<file path="config.mk">
export PLATFORM = sky130hd
export DESIGN_NAME = elevator_drive_ctrl
export DESIGN_NICKNAME = d
export VERILOG_FILES = /design/src/rtl/elevator_pkg.sv /design/src/rtl/stepper_seq.sv /design/src/rtl/elevator_drive_ctrl.sv
export SDC_FILE = /design/constraint.sdc
export NUM_CORES = 1
export LEC_CHECK = 0
export CAP_MARGIN = 15
export CELL_PAD_IN_SITES_DETAIL_PLACEMENT = 1
export CELL_PAD_IN_SITES_GLOBAL_PLACEMENT = 2
export CORE_MARGIN = 8
export CORE_UTILIZATION = 33
export DETAILED_ROUTE_END_ITERATION = 8
export PLACE_DENSITY_LB_ADDON = 0.1
export REMOVE_ABC_BUFFERS = 1
export SLEW_MARGIN = 20
export SYNTH_ARGS = -nofsm -noshare
export SYNTH_HDL_FRONTEND = slang
export SYNTH_HIERARCHICAL = 1
export SYNTH_SLANG_ARGS = --single-unit
</file>
<file path="constraint.sdc">
create_clock -name clk -period 2.8 [get_ports clk]
set_clock_uncertainty 0.15 [all_clocks]
set_input_delay 0.56 -clock clk [delete_from_list [all_inputs] [get_ports clk]]
set_output_delay 0.56 -clock clk [all_outputs]
set_load 0.02 [all_outputs]
</file>
<file path="src/rtl/elevator_pkg.sv">
// Shared types and constants for the elevator car drive controller.
// Floors are one-hot: bit 0 is the bottom floor, bit 3 the top floor.
package elevator_pkg;

    typedef logic [3:0] floor_t;

    localparam floor_t FLOOR1 = 4'b0001;
    localparam floor_t FLOOR2 = 4'b0010;
    localparam floor_t FLOOR3 = 4'b0100;
    localparam floor_t FLOOR4 = 4'b1000;
    localparam floor_t NO_REQ = 4'b1111;

    typedef enum logic [1:0] {
        StIdle,
        StMoveUp,
        StMoveDown,
        StDwell
    } drive_state_e;

    function automatic logic is_onehot4(input floor_t v);
        return (v != 4'b0000) && ((v & (v - 4'd1)) == 4'b0000);
    endfunction

endpackage

</file>
<file path="src/rtl/stepper_seq.sv">
// Stepper coil phase ring: advances one phase every step period while run is high.
// Build option DRIVE_HALFSTEP_EN selects the 8-step half-step ring at half the period.
module stepper_seq #(
    parameter int unsigned STEP_DIV = 25000
) (
    input  logic       clk,
    input  logic       rst_n,
    input  logic       run,
    input  logic       up,
    output logic [3:0] motor
);

`ifdef DRIVE_HALFSTEP_EN
    localparam int unsigned PhaseW = 3;
    localparam int unsigned Period = (STEP_DIV / 2 > 0) ? STEP_DIV / 2 : 1;
`else
    localparam int unsigned PhaseW = 2;
    localparam int unsigned Period = (STEP_DIV > 0) ? STEP_DIV : 1;
`endif
    localparam int unsigned CntW = (Period > 1) ? $clog2(Period) : 1;
    localparam logic [CntW-1:0] CntLast = CntW'(Period - 1);

    logic [PhaseW-1:0] phase_q, phase_d;
    logic [CntW-1:0]   cnt_q, cnt_d;
    logic [3:0]        ring;

    always_comb begin
        phase_d = phase_q;
        cnt_d   = cnt_q;
        // Holding at phase 0 while stopped makes every move start at 0001.
        if (!run) begin
            phase_d = '0;
            cnt_d   = '0;
        end else if (cnt_q == CntLast) begin
            cnt_d   = '0;
            phase_d = up ? phase_q + PhaseW'(1) : phase_q - PhaseW'(1);
        end else begin
            cnt_d = cnt_q + CntW'(1);
        end
    end

    always_ff @(posedge clk) begin
        if (!rst_n) begin
            phase_q <= '0;
            cnt_q   <= '0;
        end else begin
            phase_q <= phase_d;
            cnt_q   <= cnt_d;
        end
    end

`ifdef DRIVE_HALFSTEP_EN
    always_comb begin
        ring = 4'b0001;
        case (phase_q)
            3'd0:    ring = 4'b0001;
            3'd1:    ring = 4'b0011;
            3'd2:    ring = 4'b0010;
            3'd3:    ring = 4'b0110;
            3'd4:    ring = 4'b0100;
            3'd5:    ring = 4'b1100;
            3'd6:    ring = 4'b1000;
            default: ring = 4'b1001;
        endcase
    end
`else
    always_comb begin
        ring = 4'b0001 << phase_q;
    end
`endif

    assign motor = run ? ring : 4'b0000;

endmodule

</file>
<file path="src/rtl/elevator_drive_ctrl.sv">
// Car drive controller: moves the car one floor per tick toward the queue head and dwells on stop.
// Optional build macro DRIVE_HALFSTEP_EN (in stepper_seq) selects half-step coil drive.
module elevator_drive_ctrl
    import elevator_pkg::*;
#(
    parameter int unsigned STEP_DIV    = 25000,
    parameter int unsigned DWELL_TICKS = 2
) (
    input  logic       clk,
    input  logic       rst_n,
    input  logic       tick,
    input  logic       go,
    input  logic [3:0] des,
    output logic [3:0] newState,
    output logic [3:0] motor,
    output logic       dir_up,
    output logic       moving,
    output logic       door_open,
    output logic       arrived
);

    localparam logic [3:0] DwellLast = 4'(DWELL_TICKS - 1);

    drive_state_e state_q, state_d;
    floor_t       floor_q, floor_d;
    logic [3:0]   dwell_q, dwell_d;
    logic         arrived_q, arrived_d;

    logic         des_valid;
    logic         at_end;
    floor_t       step_floor;

    always_comb begin
        state_d    = state_q;
        floor_d    = floor_q;
        dwell_d    = dwell_q;
        arrived_d  = 1'b0;
        des_valid  = is_onehot4(des);
        at_end     = (state_q == StMoveUp) ? (floor_q == FLOOR4) : (floor_q == FLOOR1);
        step_floor = (state_q == StMoveUp) ? (floor_q << 1) : (floor_q >> 1);

        unique case (state_q)
            StIdle: begin
                // One-hot codes order numerically by floor, so plain compares pick direction.
                if (go && des_valid) begin
                    if (des > floor_q) begin
                        state_d = StMoveUp;
                    end else if (des < floor_q) begin
                        state_d = StMoveDown;
                    end
                end
            end
            StMoveUp, StMoveDown: begin
                if (tick) begin
                    if (at_end) begin
                        state_d = StDwell;
                        dwell_d = '0;
                    end else begin
                        floor_d = step_floor;
                        if (des_valid && (des == step_floor)) begin
                            state_d   = StDwell;
                            dwell_d   = '0;
                            arrived_d = 1'b1;
                        end else if (!des_valid) begin
                            state_d = StDwell;
                            dwell_d = '0;
                        end else if ((state_q == StMoveUp) && (des < step_floor)) begin
                            state_d = StMoveDown;
                        end else if ((state_q == StMoveDown) && (des > step_floor)) begin
                            state_d = StMoveUp;
                        end
                    end
                end
            end
            StDwell: begin
                if (tick) begin
                    if (dwell_q == DwellLast) begin
                        state_d = StIdle;
                        dwell_d = '0;
                    end else begin
                        dwell_d = dwell_q + 4'd1;
                    end
                end
            end
            default: begin
                state_d = StIdle;
            end
        endcase
    end

    always_ff @(posedge clk) begin
        if (!rst_n) begin
            state_q   <= StIdle;
            floor_q   <= FLOOR1;
            dwell_q   <= '0;
            arrived_q <= 1'b0;
        end else begin
            state_q   <= state_d;
            floor_q   <= floor_d;
            dwell_q   <= dwell_d;
            arrived_q <= arrived_d;
        end
    end

    assign newState  = floor_q;
    assign moving    = (state_q == StMoveUp) || (state_q == StMoveDown);
    assign dir_up    = (state_q == StMoveUp);
    assign door_open = (state_q == StDwell);
    assign arrived   = arrived_q;

    stepper_seq #(
        .STEP_DIV(STEP_DIV)
    ) u_stepper_seq (
        .clk  (clk),
        .rst_n(rst_n),
        .run  (moving),
        .up   (dir_up),
        .motor(motor)
    );

endmodule

</file>
# After elaboration in Yosys (flattened, before gate mapping)
# Index checks and enable logic that the tools add are counted.
[totals]
reg_bits = 28
input_bits = 8
elab_cells = 78
[op_classes]
add_sub_neg = 5
magnitude_cmp = 4
n_eq_ne = 15
shifts = 1
n_mux = 24
bitwise_logic = 6
reduce_logical = 17
[ops]
columns = ["operator", "count"]
rows = [
  ["4-bit two-way mux", 8],
  ["2-bit two-way mux", 12],
  ["15-bit by 1-bit adder with 15-bit output, second input constant", 1],
  ["15-bit equality test, second input constant", 1],
  ["4-bit by 1-bit equality test with 1-bit output, second input constant", 2],
  ["4-bit greater-than comparator", 2],
  ["4-bit < comparator", 2],
  ["4-bit case mux with 2 select lines", 1],
  ["2-bit != test, second input constant", 3],
  ["6-bit != test, second input constant", 1],
  ["2-bit case mux with 3 select lines", 1],
  ["6-bit AND reduction", 1],
  ["1-bit logical AND", 5],
  ["1-bit NOT", 5],
  ["4-bit by 1-bit adder with 4-bit output, second input constant", 1],
  ["4-bit bitwise AND", 1],
  ["2-bit equality test, second input constant", 2],
  ["4-bit equality test", 1],
  ["4-bit equality test, second input constant", 1],
  ["4-bit logical NOT", 1],
  ["4-bit != test, second input constant", 1],
  ["4-bit AND reduction", 1],
  ["4-bit nonzero test", 1],
  ["4-bit OR reduction", 1],
  ["other kinds (15)", 16],
]

# Logic depth before layout (Yosys ltp)
[depth]
ltp_word = 11
ltp_mapped = 11
ltp_nobuf = 10

# Cells and area by module
# Netlist, hierarchy kept.
[modules_own_cells]
columns = ["module", "instances", "cells_each", "area_per_inst_um2"]
rows = [
  ["elevator_drive_ctrl", 1, 119, 972.2],
  ["stepper_seq", 1, 88, 774.5],
]

# Worst setup path before layout
# OpenSTA, ideal clock, no wires.
[synth_path]
kind = "register to register"
from = "register state_q[1]"
to = "register state_q[0]"
setup_ns = 0.069
arrival_ns = 2.436
path_slack_ns = 0.145
stages_incl_launch_ff = 12
path_buffers = 1
path_cell_list = "dfxtp_1 inv_1 ha_1 buf_2 mux2i_1 ha_1 nor2b_1 o31ai_1 a211oi_1 nand3b_1 nor2b_1 o21ai_1"
[synth_via]
elab_chain_cells = 10
word_cells_on_any_way = 26
cone_classes = "2 x order compare; 10 x eq/ne; 8 x mux; 6 x reduce/logical"
[synth_rtl]
columns = ["item", "line", "source"]
rows = [
  ["from (decl)", "elevator_drive_ctrl.sv:24", "drive_state_e state_q, state_d;"],
  ["from (signal assigned)", "elevator_drive_ctrl.sv:93", "state_q <= StIdle;"],
  ["from (signal assigned)", "elevator_drive_ctrl.sv:98", "state_q <= state_d;"],
  ["2-bit by 1-bit equality test with 1-bit output *", "--", ""],
  ["net dir_up", "elevator_drive_ctrl.sv:16", "output logic dir_up,"],
  ["4-bit two-way mux", "elevator_drive_ctrl.sv:40", "step_floor = (state_q == StMoveUp) ? (floor_q << 1) : (floor_q >> 1);"],
  ["4-bit < comparator", "elevator_drive_ctrl.sv:67", "end else if ((state_q == StMoveUp) && (des < step_floor)) begin"],
  ["1-bit logical AND", "elevator_drive_ctrl.sv:67", ""],
  ["2-bit two-way mux", "elevator_drive_ctrl.sv:67", ""],
  ["2-bit two-way mux", "elevator_drive_ctrl.sv:64", "end else if (!des_valid) begin"],
  ["2-bit two-way mux", "elevator_drive_ctrl.sv:60", "if (des_valid && (des == step_floor)) begin"],
  ["2-bit two-way mux", "elevator_drive_ctrl.sv:55", "if (at_end) begin"],
  ["2-bit two-way mux", "elevator_drive_ctrl.sv:54", "if (tick) begin"],
  ["2-bit case mux with 3 select lines", "elevator_drive_ctrl.sv:42", "unique case (state_q)"],
]
# The timed path passes the listed nets; every way through them passes the cells marked *. The select of a mux whose other input is x is not followed.
# A chain may end at the register's enable or synchronous reset.

# Worst setup path in the final report
[layout_path]
from = "register state_q[1]"
to = "register dwell_q[2]"
[layout_via]
elab_chain_cells = 8
word_cells_on_any_way = 17
cone_classes = "7 x eq/ne; 6 x mux; 4 x reduce/logical"
[layout_rtl]
columns = ["item", "line", "source"]
rows = [
  ["2-bit by 1-bit equality test with 1-bit output", "elevator_drive_ctrl.sv:39, elevator_drive_ctrl.sv:40, elevator_drive_ctrl.sv:42", ""],
  ["4-bit two-way mux", "elevator_drive_ctrl.sv:40", ""],
  ["4-bit equality test", "elevator_drive_ctrl.sv:60", ""],
  ["1-bit logical AND", "elevator_drive_ctrl.sv:60", ""],
  ["4-bit two-way mux", "elevator_drive_ctrl.sv:60", ""],
  ["4-bit two-way mux", "elevator_drive_ctrl.sv:55", ""],
  ["4-bit two-way mux", "elevator_drive_ctrl.sv:54", ""],
  ["4-bit case mux with 2 select lines", "elevator_drive_ctrl.sv:42", ""],
  ["to (signal assigned)", "elevator_drive_ctrl.sv:100", "dwell_q <= dwell_d;"],
  ["to (decl)", "elevator_drive_ctrl.sv:26", "logic [3:0] dwell_q, dwell_d;"],
]
# Parallel ways exist; a longest one is shown, timed or not. The select of a mux whose other input is x is not followed.

==> impl_metrics.csv <==
group,metric,value,unit
status,status,"finished, final reports clean",
worst_setup_path,cp-start-kind,"flop",
worst_setup_path,criticalPathCategory,"reg -> reg",
cells_and_area,drive_gt1_share,8.97,%
cts,clock_sinks,28,
yosys,syn_avg_cell_area,8.44,µm²
cts,cts_max_level,1,
worst_setup_path,worstPathRequired,2.81,ns
power_and_ir_drop,power.density,552,nW/µm²
global_routing,grt_use_total,12.5,%
worst_setup_path,critPathCaptureType,"flop",
cells_and_area,area_growth,23.7,%
drt,vias,1558,
floorplan,start_util,34.2,%
cts,worstSkewPairLatency,0.28,ns
cells_and_area,multiInputGateArea,1130,µm²
yosys,netlist_area,1750,µm²
global_routing,grt_first_pass_wirelength,7800,µm
drt,post-route-drc-count,0,
cells_and_area,diodes,0,
power_and_ir_drop,leakagePower,0.867,nW
drt,antenna_left,0,
floorplan,fp.dieW,88.8,µm
sta,hold_violations,0,
hold_path,hp-class,"reg -> reg",
sta,relSlewSlack,61.4,%
cells_and_area,final_core_util,42.3,%
cells_and_area,final_area,2160,µm²
global_routing,gr-total-overflow,0,
sta,whs,0.319,ns
placed_design,io_buffers,19,
cells_and_area,finalNetCount,259,
sta,worst_slew_pin_slew,0.577,ns
floorplan,core-area,5110,µm²
yosys,ys_ff_latch,28,
yosys,ys_types,45,
worst_setup_path,arrival,2.68,ns
cells_and_area,fillCellCount,625,
cts,cts_buffers,3,
sta,max_clock_freq,375,MHz
drt,routed_wl,4520,µm
global_routing,grt_pass1_vias,1667,
placed_design,gp_congestion,0.837,
worst_setup_path,rrSetupSlack,0.13,ns
cts,cts_tree,"built",
drt,vias_per_cell,5.13,
sta,rsz0062_at_grt,"false",
worst_setup_path,cp_max_fo,5,
sta,finalSetupViolCount,0,
floorplan,io_pins,20,
power_and_ir_drop,ir_drop,0.000185,V
cts,clk_pin_slew,0.10,ns
cts,root_buffer,"clkbuf_8",
global_routing,antenna_found_initial,0,
cells_and_area,register_area,561,µm²
floorplan,rows,26,
run,max-cap-violations,0,
yosys,synth_edf_count,0,
sta,drv_slew,0,
yosys,synth.yosys.warnings,6,
yosys,synthCells,207,
yosys,async_flop_share,0,%
global_routing,grt_max_degree,17,
drt,first_iter_violations,55,
floorplan,die_h,88.8,µm
sta,timing.final.crit_share,95.4,%
floorplan,dieArea,7880,µm²
drt,avgRoutedWirePerCell,14.9,µm
drt,first_pass_iters,4,
yosys,seq_area_frac_synth,32.1,%
placed_design,place_area,2070,µm²
cts,cts_max_path_buffers,2,
sta,fin_crit,2.67,ns
yosys,ys.flop_type,"dfxtp_1",
placed_design,dp.final_hpwl,3640,µm
final timing paths:
path,depth (start not counted),endpoint,startpoint
worst max-delay path,9,dwell_q[2],state_q[1]
worst min-delay path,1,u_stepper_seq/cnt_q[0],u_stepper_seq/cnt_q[0]
worst max register to register,9,dwell_q[2],state_q[1]
worst min register to register,1,u_stepper_seq/cnt_q[0],u_stepper_seq/cnt_q[0]
area by class of cell:
| cell class | instances | share of cell area, % |
|---|---|---|
| inverters | 14 | 2.43 |
| multi-input cells | 161 | 52.1 |
| well taps | 70 | 4.05 |
| flip-flops and latches | 28 | 25.9 |
| repair buffers | 27 | 12.2 |
| clock inverters | 1 | 1.39 |
| clock buffers | 3 | 1.91 |
state kept, by name (all words and copies together) (netlist names):
name / flops
u_stepper_seq/phase_q: 2
dwell_q: 4
newState: 4
state_q: 2
u_stepper_seq/cnt_q: 15
arrived: 1
synthesized netlist by cell type, types with 2 or more instances:
cell type  instances  area (µm²)
dfxtp_1           28         561
nor2_1            25        93.8
nand2_1           18        67.6
ha_1              16         200
inv_1             14        52.6
nand3_1           12        60.1
a21oi_1            8        40.0
xnor2_1            8        70.1
xor2_1             8        70.1
nor2b_1            7        43.8
nand4_1            6        37.5
mux2i_1            3        30.0
nor3_1             3        15.0
o21ai_0            3        15.0
o21ai_1            3        15.0
a2111o_1           2        22.5
a211oi_1           2        15.0
a211oi_2           2        25.0
and3_1             2        12.5
and4_1             2        17.5
buf_2              2        10.0
clkbuf_1           2        7.51
nand2b_1           2        12.5
nor4_1             2        12.5
nor4b_1            2        17.5
nor4b_2            2        30.0
o211a_1            2        20.0
o211ai_1           2        15.0
o21a_1             2        15.0
o32ai_1            2        17.5
critical path, stage by stage (launching register included):
cell      delay (ns)
dfxtp_1         0.41
inv_1           0.11
ha_2            0.23
mux2i_1         0.15
ha_1            0.31
and4_1          0.30
a211oi_4        0.08
a2111o_1        0.51
a21oi_1         0.17
o32ai_1         0.12
per-stage QoR:
step                setup slack, ns  TNS, ns  total power, mW  std cells
floorplan                     0.191        0            0.703        203
global placement             0.0569        0            0.863        300
detailed placement          -0.0803  -0.0892            0.879        300
CTS                         0.00566        0             1.21        304
global route                 0.0144        0             1.28        304
finish                        0.130        0             1.19        304
cell families (layout without fill, tap and decap cells):
group / Yosys count / in the layout / synth area share (%)
AND/OR/NAND/NOR: 91 / 91 / 27.7
AO/OA/AOI/OAI: 35 / 35 / 15.0
flip-flops: 28 / 28 / 32.1
buffers and inverters: 18 / 45 / 4.01
adder cells (fa/ha/maj): 16 / 16 / 11.5
XOR/XNOR: 16 / 16 / 8.02
multiplexers: 3 / 3 / 1.72
metal layers:
layer / global-route usage [%] / up-vias / routed length [µm]
met4: 4.15 / 0 / 41
met5: 0 / - / 0
li1: - / 787 / -
met3: 2.97 / 4 / 155
met2: 20.5 / 19 / 2090
met1: 15.6 / 748 / 2230
where the power goes:
| part | switching [mW] | internal (mW) |
|---|---|---|
| registers | 0.0151 | 0.413 |
| clock network | 0.134 | 0.192 |
| logic | 0.257 | 0.182 |
| total | 0.406 | 0.786 |
repair_timing:
item                                   in CTS  in global routing
endpoints found under the hold margin       0                  0
setup endpoints to repair                   0                 10
gates resized for setup                     0                  7
setup buffers                               0                  0
hold buffers                                0                  0
cell usage in the layout (no fill, tap or decap), drive strengths merged, types with 2 or more instances in the layout:
master and count:
nor2b 7, o31ai 2, nand3 12, nor4b 4, inv 14, a2111o 2
clkdlybuf4s50 14, o21ai 6, o211ai 2, o21a 2, nand2 18, xor2 8
nand4 6, dfxtp 28, ha 16, a21oi 8, buf 8, a211oi 4
nor4 2, and4 3, nor3 3, and3 3, mux2i 3, nand2b 2
clkbuf 3, o211a 2, o22ai 2, dlymetal6s2s 5, o32ai 2, xnor2 8
nor2 25
No activity file was read; power rests on OpenSTA's default activity.
